$ cat src/rtl/video_compositor_if.sv
// Bundle of the video, layer and configuration signals of the compositor.
// The compositor uses the slave modport; the pixel source / host uses master.
interface video_compositor_if #(
   parameter int NUM_LAYERS = 2,
   parameter int COLOR_W    = 4
);
   logic                              vga_hsync_i;
   logic                              vga_vsync_i;
   logic                              vga_de_i;
   logic [NUM_LAYERS*3*COLOR_W-1:0]   layer_rgb_i;
   logic [NUM_LAYERS-1:0]             layer_valid_i;
   logic                              cfg_wr_i;
   logic [3:0]                        cfg_addr_i;
   logic [31:0]                       cfg_data_i;

   logic                              vga_hsync_o;
   logic                              vga_vsync_o;
   logic                              vga_de_o;
   logic [COLOR_W-1:0]                vga_r_o;
   logic [COLOR_W-1:0]                vga_g_o;
   logic [COLOR_W-1:0]                vga_b_o;
   logic                              frame_o;
   logic [15:0]                       underflow_cnt_o;

   modport master (
      output vga_hsync_i, vga_vsync_i, vga_de_i, layer_rgb_i, layer_valid_i,
             cfg_wr_i, cfg_addr_i, cfg_data_i,
      input  vga_hsync_o, vga_vsync_o, vga_de_o, vga_r_o, vga_g_o, vga_b_o,
             frame_o, underflow_cnt_o
   );

   modport slave (
      input  vga_hsync_i, vga_vsync_i, vga_de_i, layer_rgb_i, layer_valid_i,
             cfg_wr_i, cfg_addr_i, cfg_data_i,
      output vga_hsync_o, vga_vsync_o, vga_de_o, vga_r_o, vga_g_o, vga_b_o,
             frame_o, underflow_cnt_o
   );
endinterface

$ cat src/rtl/video_compositor.sv
// Priority-ordered layer compositor with per-layer colour keying, frame-synchronous
// double-buffered configuration and per-frame underflow statistics; 2-cycle pipeline.
module video_compositor #(
   parameter int NUM_LAYERS = 2,
   parameter int COLOR_W    = 4
) (
   input  logic               clk,
   input  logic               reset_i,
   video_compositor_if.slave  bus
);
   localparam int PIX_W = 3 * COLOR_W;

   // Staging (host-written) and active (frame-latched) configuration
   logic [NUM_LAYERS-1:0]             layer_en_stg_reg;
   logic [NUM_LAYERS-1:0]             key_en_stg_reg;
   logic [PIX_W-1:0]                  bg_stg_reg;
   logic [NUM_LAYERS-1:0][PIX_W-1:0]  key_stg_reg;
   logic [NUM_LAYERS-1:0]             layer_en_act_reg;
   logic [NUM_LAYERS-1:0]             key_en_act_reg;
   logic [PIX_W-1:0]                  bg_act_reg;
   logic [NUM_LAYERS-1:0][PIX_W-1:0]  key_act_reg;

   logic                              prev_vsync_reg;
   logic                              boundary;
   logic                              frame_reg;
   logic [15:0]                       run_cnt_reg;
   logic [15:0]                       underflow_cnt_reg;
   logic                              any_underflow;
   logic                              unused_cfg;

   logic [NUM_LAYERS-1:0]             opaque;
   logic [2:0]                        s1_sync_reg;
   logic [NUM_LAYERS*PIX_W-1:0]       s1_rgb_reg;
   logic [NUM_LAYERS-1:0]             s1_opaque_reg;
   logic [PIX_W-1:0]                  s1_bg_reg;
   logic [PIX_W-1:0]                  sel_pix;
   logic [2:0]                        out_sync_reg;
   logic [PIX_W-1:0]                  out_rgb_reg;

   // prev_vsync resets to 0, so a vsync held high through reset release is not a boundary
   assign boundary      = prev_vsync_reg & ~bus.vga_vsync_i;
   assign any_underflow = |(layer_en_act_reg & ~bus.layer_valid_i);
   assign unused_cfg    = ^bus.cfg_data_i;

   always_ff @(posedge clk or posedge reset_i) begin
      if (reset_i) begin
         layer_en_stg_reg <= '1;
         key_en_stg_reg   <= '1;
         bg_stg_reg       <= '0;
         key_stg_reg      <= '0;
         layer_en_act_reg <= '1;
         key_en_act_reg   <= '1;
         bg_act_reg       <= '0;
         key_act_reg      <= '0;
      end else begin
         // Active set takes the staging values as they were before any same-edge write
         if (boundary) begin
            layer_en_act_reg <= layer_en_stg_reg;
            key_en_act_reg   <= key_en_stg_reg;
            bg_act_reg       <= bg_stg_reg;
            key_act_reg      <= key_stg_reg;
         end
         if (bus.cfg_wr_i) begin
            if (bus.cfg_addr_i == 4'd0) begin
               layer_en_stg_reg <= bus.cfg_data_i[NUM_LAYERS-1:0];
               key_en_stg_reg   <= bus.cfg_data_i[8 +: NUM_LAYERS];
            end
            if (bus.cfg_addr_i == 4'd1) begin
               bg_stg_reg <= bus.cfg_data_i[PIX_W-1:0];
            end
            for (int i = 0; i < NUM_LAYERS; i++) begin
               if (bus.cfg_addr_i == 4'(i + 2)) begin
                  key_stg_reg[i] <= bus.cfg_data_i[PIX_W-1:0];
               end
            end
         end
      end
   end

   always_ff @(posedge clk or posedge reset_i) begin
      if (reset_i) begin
         prev_vsync_reg    <= 1'b0;
         frame_reg         <= 1'b0;
         run_cnt_reg       <= '0;
         underflow_cnt_reg <= '0;
      end else begin
         prev_vsync_reg <= bus.vga_vsync_i;
         frame_reg      <= boundary;
         if (boundary) begin
            underflow_cnt_reg <= run_cnt_reg;
            run_cnt_reg       <= '0;
         end else if (bus.vga_de_i && any_underflow && (run_cnt_reg != 16'hFFFF)) begin
            run_cnt_reg <= run_cnt_reg + 16'd1;
         end
      end
   end

   generate
      for (genvar gi = 0; gi < NUM_LAYERS; gi++) begin : g_opaque
         logic [PIX_W-1:0] pix;
         assign pix         = bus.layer_rgb_i[gi*PIX_W +: PIX_W];
         assign opaque[gi]  = layer_en_act_reg[gi] & bus.layer_valid_i[gi] &
                              (~key_en_act_reg[gi] | (pix != key_act_reg[gi]));
      end
   endgenerate

   always_ff @(posedge clk or posedge reset_i) begin
      if (reset_i) begin
         s1_sync_reg   <= '0;
         s1_rgb_reg    <= '0;
         s1_opaque_reg <= '0;
         s1_bg_reg     <= '0;
      end else begin
         s1_sync_reg   <= {bus.vga_hsync_i, bus.vga_vsync_i, bus.vga_de_i};
         s1_rgb_reg    <= bus.layer_rgb_i;
         s1_opaque_reg <= opaque;
         s1_bg_reg     <= bg_act_reg;
      end
   end

   // Walk from lowest to highest priority so layer 0 wins
   always_comb begin
      sel_pix = s1_bg_reg;
      for (int i = NUM_LAYERS - 1; i >= 0; i--) begin
         if (s1_opaque_reg[i]) begin
            sel_pix = s1_rgb_reg[i*PIX_W +: PIX_W];
         end
      end
   end

   always_ff @(posedge clk or posedge reset_i) begin
      if (reset_i) begin
         out_sync_reg <= '0;
         out_rgb_reg  <= '0;
      end else begin
         out_sync_reg <= s1_sync_reg;
         out_rgb_reg  <= s1_sync_reg[0] ? sel_pix : '0;
      end
   end

   assign bus.vga_hsync_o     = out_sync_reg[2];
   assign bus.vga_vsync_o     = out_sync_reg[1];
   assign bus.vga_de_o        = out_sync_reg[0];
   assign bus.vga_r_o         = out_rgb_reg[PIX_W-1 -: COLOR_W];
   assign bus.vga_g_o         = out_rgb_reg[2*COLOR_W-1 -: COLOR_W];
   assign bus.vga_b_o         = out_rgb_reg[COLOR_W-1:0];
   assign bus.frame_o         = frame_reg;
   assign bus.underflow_cnt_o = underflow_cnt_reg;
endmodule

$ cat src/flat_wrapper.sv
// flat-port wrapper written by rule: the top's interface ports become plain ports
module video_compositor_flat 
#(
   parameter int NUM_LAYERS = 2,
   parameter int COLOR_W    = 4
)
  (clk, reset_i, bus_vga_hsync_i, bus_vga_vsync_i, bus_vga_de_i, bus_layer_rgb_i, bus_layer_valid_i, bus_cfg_wr_i, bus_cfg_addr_i, bus_cfg_data_i, bus_vga_hsync_o, bus_vga_vsync_o, bus_vga_de_o, bus_vga_r_o, bus_vga_g_o, bus_vga_b_o, bus_frame_o, bus_underflow_cnt_o);
  video_compositor_if #(.NUM_LAYERS(NUM_LAYERS), .COLOR_W(COLOR_W)) bus_i ();
  input  logic clk;
  input  logic reset_i;
  input wire logic [$bits(bus_i.vga_hsync_i)-1:0] bus_vga_hsync_i;
  input wire logic [$bits(bus_i.vga_vsync_i)-1:0] bus_vga_vsync_i;
  input wire logic [$bits(bus_i.vga_de_i)-1:0] bus_vga_de_i;
  input wire logic [$bits(bus_i.layer_rgb_i)-1:0] bus_layer_rgb_i;
  input wire logic [$bits(bus_i.layer_valid_i)-1:0] bus_layer_valid_i;
  input wire logic [$bits(bus_i.cfg_wr_i)-1:0] bus_cfg_wr_i;
  input wire logic [$bits(bus_i.cfg_addr_i)-1:0] bus_cfg_addr_i;
  input wire logic [$bits(bus_i.cfg_data_i)-1:0] bus_cfg_data_i;
  output wire logic [$bits(bus_i.vga_hsync_o)-1:0] bus_vga_hsync_o;
  output wire logic [$bits(bus_i.vga_vsync_o)-1:0] bus_vga_vsync_o;
  output wire logic [$bits(bus_i.vga_de_o)-1:0] bus_vga_de_o;
  output wire logic [$bits(bus_i.vga_r_o)-1:0] bus_vga_r_o;
  output wire logic [$bits(bus_i.vga_g_o)-1:0] bus_vga_g_o;
  output wire logic [$bits(bus_i.vga_b_o)-1:0] bus_vga_b_o;
  output wire logic [$bits(bus_i.frame_o)-1:0] bus_frame_o;
  output wire logic [$bits(bus_i.underflow_cnt_o)-1:0] bus_underflow_cnt_o;
  assign bus_i.vga_hsync_i = bus_vga_hsync_i;
  assign bus_i.vga_vsync_i = bus_vga_vsync_i;
  assign bus_i.vga_de_i = bus_vga_de_i;
  assign bus_i.layer_rgb_i = bus_layer_rgb_i;
  assign bus_i.layer_valid_i = bus_layer_valid_i;
  assign bus_i.cfg_wr_i = bus_cfg_wr_i;
  assign bus_i.cfg_addr_i = bus_cfg_addr_i;
  assign bus_i.cfg_data_i = bus_cfg_data_i;
  assign bus_vga_hsync_o = bus_i.vga_hsync_o;
  assign bus_vga_vsync_o = bus_i.vga_vsync_o;
  assign bus_vga_de_o = bus_i.vga_de_o;
  assign bus_vga_r_o = bus_i.vga_r_o;
  assign bus_vga_g_o = bus_i.vga_g_o;
  assign bus_vga_b_o = bus_i.vga_b_o;
  assign bus_frame_o = bus_i.frame_o;
  assign bus_underflow_cnt_o = bus_i.underflow_cnt_o;
  video_compositor #(.NUM_LAYERS(NUM_LAYERS), .COLOR_W(COLOR_W)) u_core (.clk(clk), .reset_i(reset_i), .bus(bus_i));
endmodule
$ cat config.mk
export PLATFORM = sky130hd
export DESIGN_NAME = video_compositor_flat
export DESIGN_NICKNAME = d
export VERILOG_FILES = /design/src/rtl/video_compositor_if.sv /design/src/rtl/video_compositor.sv /design/src/flat_wrapper.sv
export SDC_FILE = /design/constraint.sdc
export NUM_CORES = 1
export LEC_CHECK = 0
export BUFFER_PORTS_ARGS = -buffer_cell sky130_fd_sc_hd__buf_2
export CAP_MARGIN = 20
export CORE_MARGIN = 2
export CORE_UTILIZATION = 55
export DETAILED_ROUTE_END_ITERATION = 12
export GPL_ROUTABILITY_DRIVEN = 0
export PLACE_DENSITY = 0.9
export SLEW_MARGIN = 20
export SYNTH_ARGS = -nofsm -noshare
export SYNTH_HDL_FRONTEND = slang
export SYNTH_SLANG_ARGS = --single-unit
$ cat constraint.sdc
create_clock -name clk -period 10.76 [get_ports clk]
set_clock_uncertainty 0.1 [all_clocks]
set_input_delay 0 -clock clk [delete_from_list [all_inputs] [get_ports clk]]
set_output_delay 0 -clock clk [all_outputs]
set_load 0.02 [all_outputs]
**After elaboration in Yosys (flattened, before gate mapping)**

Index checks and enable logic that the tools add are counted.

- Flip-flop bits (word level): 170
- Word-level logic and storage cells: 53
- Input bits: 68
- Output and inout bits: 32

- Add/subtract/negate cells: 1
- Multiplexer cells: 5
- Reduce and logical (&&, ||, !) cells: 9
- Bitwise operators: 12
- Equality and inequality tests: 6

Operator list:

| cell | count |
|---|---|
| 12-bit two-way mux | 3 |
| 16-bit two-way mux | 2 |
| 12-bit inequality test | 2 |
| 16-bit by 1-bit adder with 16-bit output, second input constant | 1 |
| 16-bit inequality test, second input constant | 1 |
| 4-bit by 2-bit == test with 1-bit output, second input constant | 2 |
| 2-bit AND reduction | 4 |
| 1-bit bitwise AND | 5 |
| 4-bit by 1-bit == test with 1-bit output, second input constant | 1 |
| 4-bit logical NOT | 1 |
| 1-bit NOT | 3 |
| 2-bit bitwise AND | 1 |
| 1-bit logical AND | 2 |
| 2-bit NOT | 1 |
| 1-bit bitwise OR | 2 |
| 2-bit nonzero test | 1 |
| 2-bit OR reduction | 1 |

**Longest topological paths before layout**

Gate-level depths: netlist of the first run.

- Word-level depth: 7
- Depth in mapped cells: 7

**Worst setup path before layout of the first run**

OpenSTA, ideal clock, no wires.

- Path kind: register to register
- Start: register u_core.run_cnt_reg[0]
- End: register u_core.run_cnt_reg[6]
- Cell stages (with the launch flop): 8
- Path buffers: 2
- Setup time: 78 ps
- Slack: 8772 ps
- Data required time: 10582 ps
- Arrival: 1810 ps
- Cell sequence: dfrtp_1 -> ha_1 -> and3_1 -> buf_6 -> and4_4 -> buf_6 -> or4_1 -> a21oi_1

- Word-level cells in the longest chain between the ends: 3

RTL lines:

| element | RTL line | RTL |
|---|---|---|
| start, declared | video_compositor.sv:26 | `logic [15:0] run_cnt_reg;` |
| start signal, assigned | video_compositor.sv:93 | `run_cnt_reg <= run_cnt_reg + 16'd1;` |
| 16-bit by 1-bit adder with 16-bit output / 16-bit inequality test (equally long branches) | video_compositor.sv:93, video_compositor.sv:92 |  |
| 16-bit two-way mux / 1-bit logical AND (equally long branches) | video_compositor.sv:92 | `end else if (bus.vga_de_i && any_underflow && (run_cnt_reg != 16'hFFFF)) begin` |
| 16-bit two-way mux / 2-bit nonzero test (equally long branches) | n/a |  |

Several ways; a longest one is shown, not always the timed one. The select of a mux whose other input is x is not followed.
A chain may end at the register's enable or synchronous reset.

==> results of run 1 <==
## metal layers
layer | wire (um) | up-vias | part of all wire | GRT usage
met3 | 1450 | 81 | 0.081 | 0.0637
met2 | 8650 | 365 | 0.48 | 0.477
met4 | 927 | 0 | 0.051 | 0.152
li1 | - | 2157 | - | -
met1 | 7000 | 2559 | 0.39 | 0.376
met5 | 0 | - | 0 | 0
## layout make-up
cell class,count,area (sq um),area share
Timing Repair Buffer,126,862,0.106
Inverter,3,16.3,0.00200
Multi-Input combinational cell,374,2220,0.273
Clock buffer,22,474,0.0584
Sequential cell,169,4240,0.522
Tap cell,143,179,0.0220
Clock inverter,10,139,0.0171
## synth_stat cells, types with 3 or more instances
library cell  instances
nand4_1               7
dfrtp_1             161
mux2_2               40
xor2_1               14
o21a_1                3
dfstp_2               8
buf_1                 3
and3_1                3
mux2i_1              13
or4_1                 9
nand3_1               4
and2_1               14
a21oi_1              12
nand2_1             189
clkbuf_1             16
buf_2                 3
and4_1                4
nor2_1                4
nor4_1                4
o21ai_0              14
o31ai_1               9
xnor2_1              10
## cells by family after synthesis
group	share of synthesized area
AND/OR/NAND/NOR	0.165
flip-flops	0.646
XOR/XNOR	0.0320
AO/OA/AOI/OAI	0.0484
buffers and inverters	0.0183
multiplexers	0.0884
adder cells (fa/ha/maj)	0.00191
## per-stage QoR
stage	worst slack, ns	utilization	hold slack, ns	std cells	cell area, sq um
floorplan	6.10	-	-0.0686	570	6570
CTS	7.87	0.705	0.0656	847	8120
detailed placement	7.96	0.614	0.0103	771	7070
global placement	7.99	0.614	0.00990	771	7070
global route	7.58	0.706	0.112	847	8130
finish	7.72	0.706	0.0801	847	8130
## path summary, 6_finish.rpt
path                                        from                       end  cells past startpoint
setup reg to reg           u_core.s1_sync_reg[1]     u_core.key_act_reg[5]                      6
setup / recovery           u_core.s1_sync_reg[1]     u_core.key_act_reg[5]                      6
hold reg to reg            u_core.s1_sync_reg[2]    u_core.out_sync_reg[2]                      0
max in group asynchronous                reset_i      u_core.bg_act_reg[9]                      4
hold / removal                      bus_cfg_wr_i  u_core.key_en_stg_reg[1]                      4
min in group asynchronous                reset_i     u_core.s1_sync_reg[2]                      3
## repair_timing
| action | 4_1_cts | 5_1_grt |
|---|---|---|
| hold buffers | 44 | 0 |
| setup endpoints to repair | 0 | 0 |
| hold endpoints to repair | 154 | 0 |
## critical path: cells and delay by family, from the launching register on
kind / cells / cell delay [ns]
simple gates: 3 / 0.34
flops: 1 / 0.39
buf+inv: 3 / 2.06
## power groups by stage
stage / Sequential (mW) / Clock (mW) / Combinational (mW)
after global placement: 0.796 / 0 / 0.170
after CTS: 0.797 / 0.632 / 0.203
after global routing: 0.812 / 0.668 / 0.229
after floorplan: 0.794 / 0 / 0.122
final: 0.805 / 0.641 / 0.211
after detailed placement: 0.804 / 0 / 0.180
==> flow_summary.ini, run 1 <==
[status]
outcome = finished with violations
violations = DRC

[synthesis]
ys_ff_latch = 169
yosysWarnings = 0
synth_cell_type_count = 42
synth_ff_type = dfrtp_1
syn_nets = 639
syn_area_sq_um = 6570
synth_largest_area_cell = dfrtp_1
seq_area_frac_synth = 0.646
yosysTopAreaCellShare = 0.614
async_flop_share = 1.00
synth_edf_count = 0
syn_avg_cell_area_sq_um = 11.5
synthCells = 570
synth_area_leaders = dfrtp_1 (61%), nand2_1 (11%), mux2_2 (6.9%), dfstp_2 (3.2%), mux2i_1 (2.0%)

[grt]
first_global_vias = 5276
grt_usage = 0.294
antenna_found_initial = 0
grt_max_degree = 86
grt_pass1_wl_um = 28500
grt_overflow_total = 0

[drt]
dr.pass1.iters = 10
drtAntennaViolNets = 0
drtIter0Drc = 660
drc_errors = 7
viasPerCell = 6.09
drt-wirelength-per-cell_um = 21.3
drt-total-wl_um = 18000
dr_total_vias = 5162

[floorplanning]
core_sq_um = 11500
start_util = 0.570
die-area_sq_um = 12800
die_width_um = 113
pin_count = 100
row_count = 39
die_h_um = 113

[final_layout]
syn_to_final_growth_pct = 23.8
final_cell_mix = nand2_1 (189), dfrtp_1 (161), buf_2 (79)
fillers = 707
drive_above_1_share = 0.236
layout_commonest_cell = nand2_1
nNetsFinal = 760
num_antenna_cells = 0

[clock_network]
cts_buffers = 17
cts_resized = 0
clkSinkCount = 169
h-tree-depth = 4
cts_tree = done
cts_root_buffer = clkbuf_16
clk_latency_ns = 0.43
cts_buffer_depth = 2
cts_setup_buffers = 0
path_clk_slew_ns = 0.07

[critical_path]
crit_path_top_delay_cell = clkinv_1
path_max_fanout = 63
rrSetupSlack_ns = 7.72
slowest_delay_ns = 0.92
crit_required_ns = 10.97
critPathKind = reg2reg
crit_arrival_ns = 3.25
worstPathCellList = nand2b_2 > buf_4 > clkinv_1 > buf_4 > nand2_1 > nand2_1
startpoint_type = register
end_kind = register

[timing]
slew_violations = 0
hold_viol_final = 0
fmaxAchievable_mhz = 329
setup_viol = 0
setup_tns_ns = 0
period_minus_slack_ns = 3.04
period_share = 0.283
rsz0062_at_grt = false
relSlewSlack = 0.283
max_slew.worst_pin.slew_ns = 1.07

[pwr]
p_clk_frac = 0.387
ir_drop_mv = 0.116
total_power_mw = 1.66
p_comb_frac = 0.128
leakage_nw = 3.99
powerDensity_nw_per_um2 = 204
switching_share = 0.268
p_sw_uw = 445
seqPwrFrac = 0.486
p_int_mw = 1.21

[worst_hold_path]
hp-class = in2reg

[place]
dpl.hpwl_um = 9180
portBuffers = 79

[job]
maxCapViolCount = 0
No activity file was read; power rests on OpenSTA's default activity.
==> run 2: changes to the inputs <==
==> constraint.sdc (replaced) <==
create_clock -name clk -period 2.85 [get_ports clk]
set_clock_uncertainty 0.1 [all_clocks]
set_input_delay 0 -clock clk [delete_from_list [all_inputs] [get_ports clk]]
set_output_delay 0 -clock clk [all_outputs]
set_load 0.02 [all_outputs]
==> run 2 against run 1 <==
Against the previous run:
- the run ends with DRC, hold timing left
- non-clock buffer count up 3
- global-route usage down 0.43 points
- clock power rose to 3.6 times the previous value
- largest power group unchanged
- highest routed layer unchanged
==> flow_summary.ini, run 2 (synthesized netlist as in run 1, its figures left out) <==
[status]
outcome = finished with violations
violations = DRC, hold timing

[drt]
drtAntennaViolNets = 0
dr_total_vias = 5185
dr.pass1.iters = 11
drtIter0Drc = 768
viasPerCell = 6.09
drt-total-wl_um = 18000
drt-wirelength-per-cell_um = 21.2
drc_errors = 7

[grt]
grt_overflow_total = 0
first_global_vias = 5308
antenna_found_initial = 1
grt_usage = 0.290
grt_pass1_wl_um = 28100
grt_max_degree = 71

[place]
portBuffers = 79
dpl.hpwl_um = 9640

[worst_hold_path]
hp-class = in2async

[timing]
period_minus_slack_ns = 2.25
hold_viol_final = 4
max_slew.worst_pin.slew_ns = 1.00
fin_hold_ws_ns = -0.00317
setup_viol = 0
fmaxAchievable_mhz = 445
setup_tns_ns = 0
relSlewSlack = 0.329
slew_violations = 0
rsz0062_at_grt = false
period_share = 0.789

[clock_network]
cts_buffers = 17
postCtsHoldBufs = 44
h-tree-depth = 4
cts_resized = 0
clkSinkCount = 169
path_clk_slew_ns = 0.07
clk_latency_ns = 0.44
cts_tree = done
cts_setup_buffers = 0
cts_buffer_depth = 2
cts_root_buffer = clkbuf_16

[floorplanning]
die_width_um = 113
core_sq_um = 11500
start_util = 0.570
die_h_um = 113
pin_count = 100
die-area_sq_um = 12800
row_count = 39

[pwr]
leakage_nw = 3.98
switching_share = 0.278
p_comb_frac = 0.131
p_sw_mw = 1.70
powerDensity_nw_per_um2 = 751
p_int_mw = 4.41
ir_drop_mv = 0.524
p_clk_frac = 0.373
seqPwrFrac = 0.496

[critical_path]
worstPathCellList = ha_1 > and3_1 > o211ai_2 > or4_1 > a21oi_1
crit_path_top_delay_cell = or4_1
critPathKind = reg2reg
slowest_delay_ns = 0.53
crit_required_ns = 3.09
end_kind = register
crit_arrival_ns = 2.49
startpoint_type = register
path_max_fanout = 8
reg2reg_depth = 5

[final_layout]
drive_above_1_share = 0.242
layout_commonest_cell = nand2_1
syn_to_final_growth_pct = 24.0
post-route-util = 0.707
nNetsFinal = 763
final_cell_mix = nand2_1 (189), dfrtp_1 (161), buf_2 (79)

[job]
maxCapViolCount = 0
run 2: worst paths after layout:
kind / startpoint / to / slack (ns)
max in group asynchronous: reset_i / u_core.out_sync_reg[2] / 1.85
hold / removal: reset_i / u_core.out_sync_reg[0] / -0.003
setup reg to reg: u_core.run_cnt_reg[1] / u_core.run_cnt_reg[14] / 0.60
min in group clk: bus_cfg_wr_i / u_core.key_en_stg_reg[1] / 0.09
hold reg to reg: u_core.s1_sync_reg[2] / u_core.out_sync_reg[2] / 0.25
setup / recovery: u_core.run_cnt_reg[1] / u_core.run_cnt_reg[14] / 0.60
run 2: power by group through the flow:
| stage | combinational, mW | sequential, mW | clock [mW] |
|---|---|---|---|
| floorplan | 0.461 | 3.00 | 0 |
| global placement | 0.651 | 3.00 | 0 |
| detailed placement | 0.697 | 3.03 | 0 |
| CTS | 0.769 | 3.00 | 2.26 |
| global route | 0.872 | 3.05 | 2.39 |
| finish | 0.800 | 3.03 | 2.28 |
run 2: metrics by stage:
step           hold WS (ns)  setup WS [ns]  std cells  power [mW]  cell area, sq um
2_1_floorplan       -0.0686          0.602        570        3.46              6570
3_3_place_gp        -0.0938          0.751        774        3.65              7110
3_5_place_dp        -0.0881          0.608        774        3.73              7110
4_1_cts              0.0162          0.572        850        6.03              8130
5_1_grt              0.0401          0.559        851        6.31              8140
6_report           -0.00317          0.601        851        6.12              8140
run 2: area by class of cell:
| cell class | count | area [sq um] |
|---|---|---|
| flip-flops and latches | 169 | 4240 |
| fillers | 672 | 3380 |
| multi-input cells | 374 | 2220 |
| repair buffers | 129 | 906 |
| clock buffers | 20 | 467 |
| well taps | 143 | 179 |
| clock inverters | 12 | 114 |
| inverters | 3 | 15.0 |
| diodes | 1 | 2.50 |
run 2: routing by layer:
layer	share of wire	GRT usage	vias up
li1	-	-	2163
met1	0.37	0.357	2530
met2	0.49	0.476	395
met3	0.093	0.0761	97
met4	0.053	0.146	0
met5	0	0	-
run 2: worst max-delay path, delay by kind of cell, from the launching register on:
family	cells	cell delay [ns]
AND/OR/NAND/NOR	2	0.90
adder cells (fa/ha/maj)	1	0.26
flip-flops	1	0.45
AO/OA/AOI/OAI	2	0.44
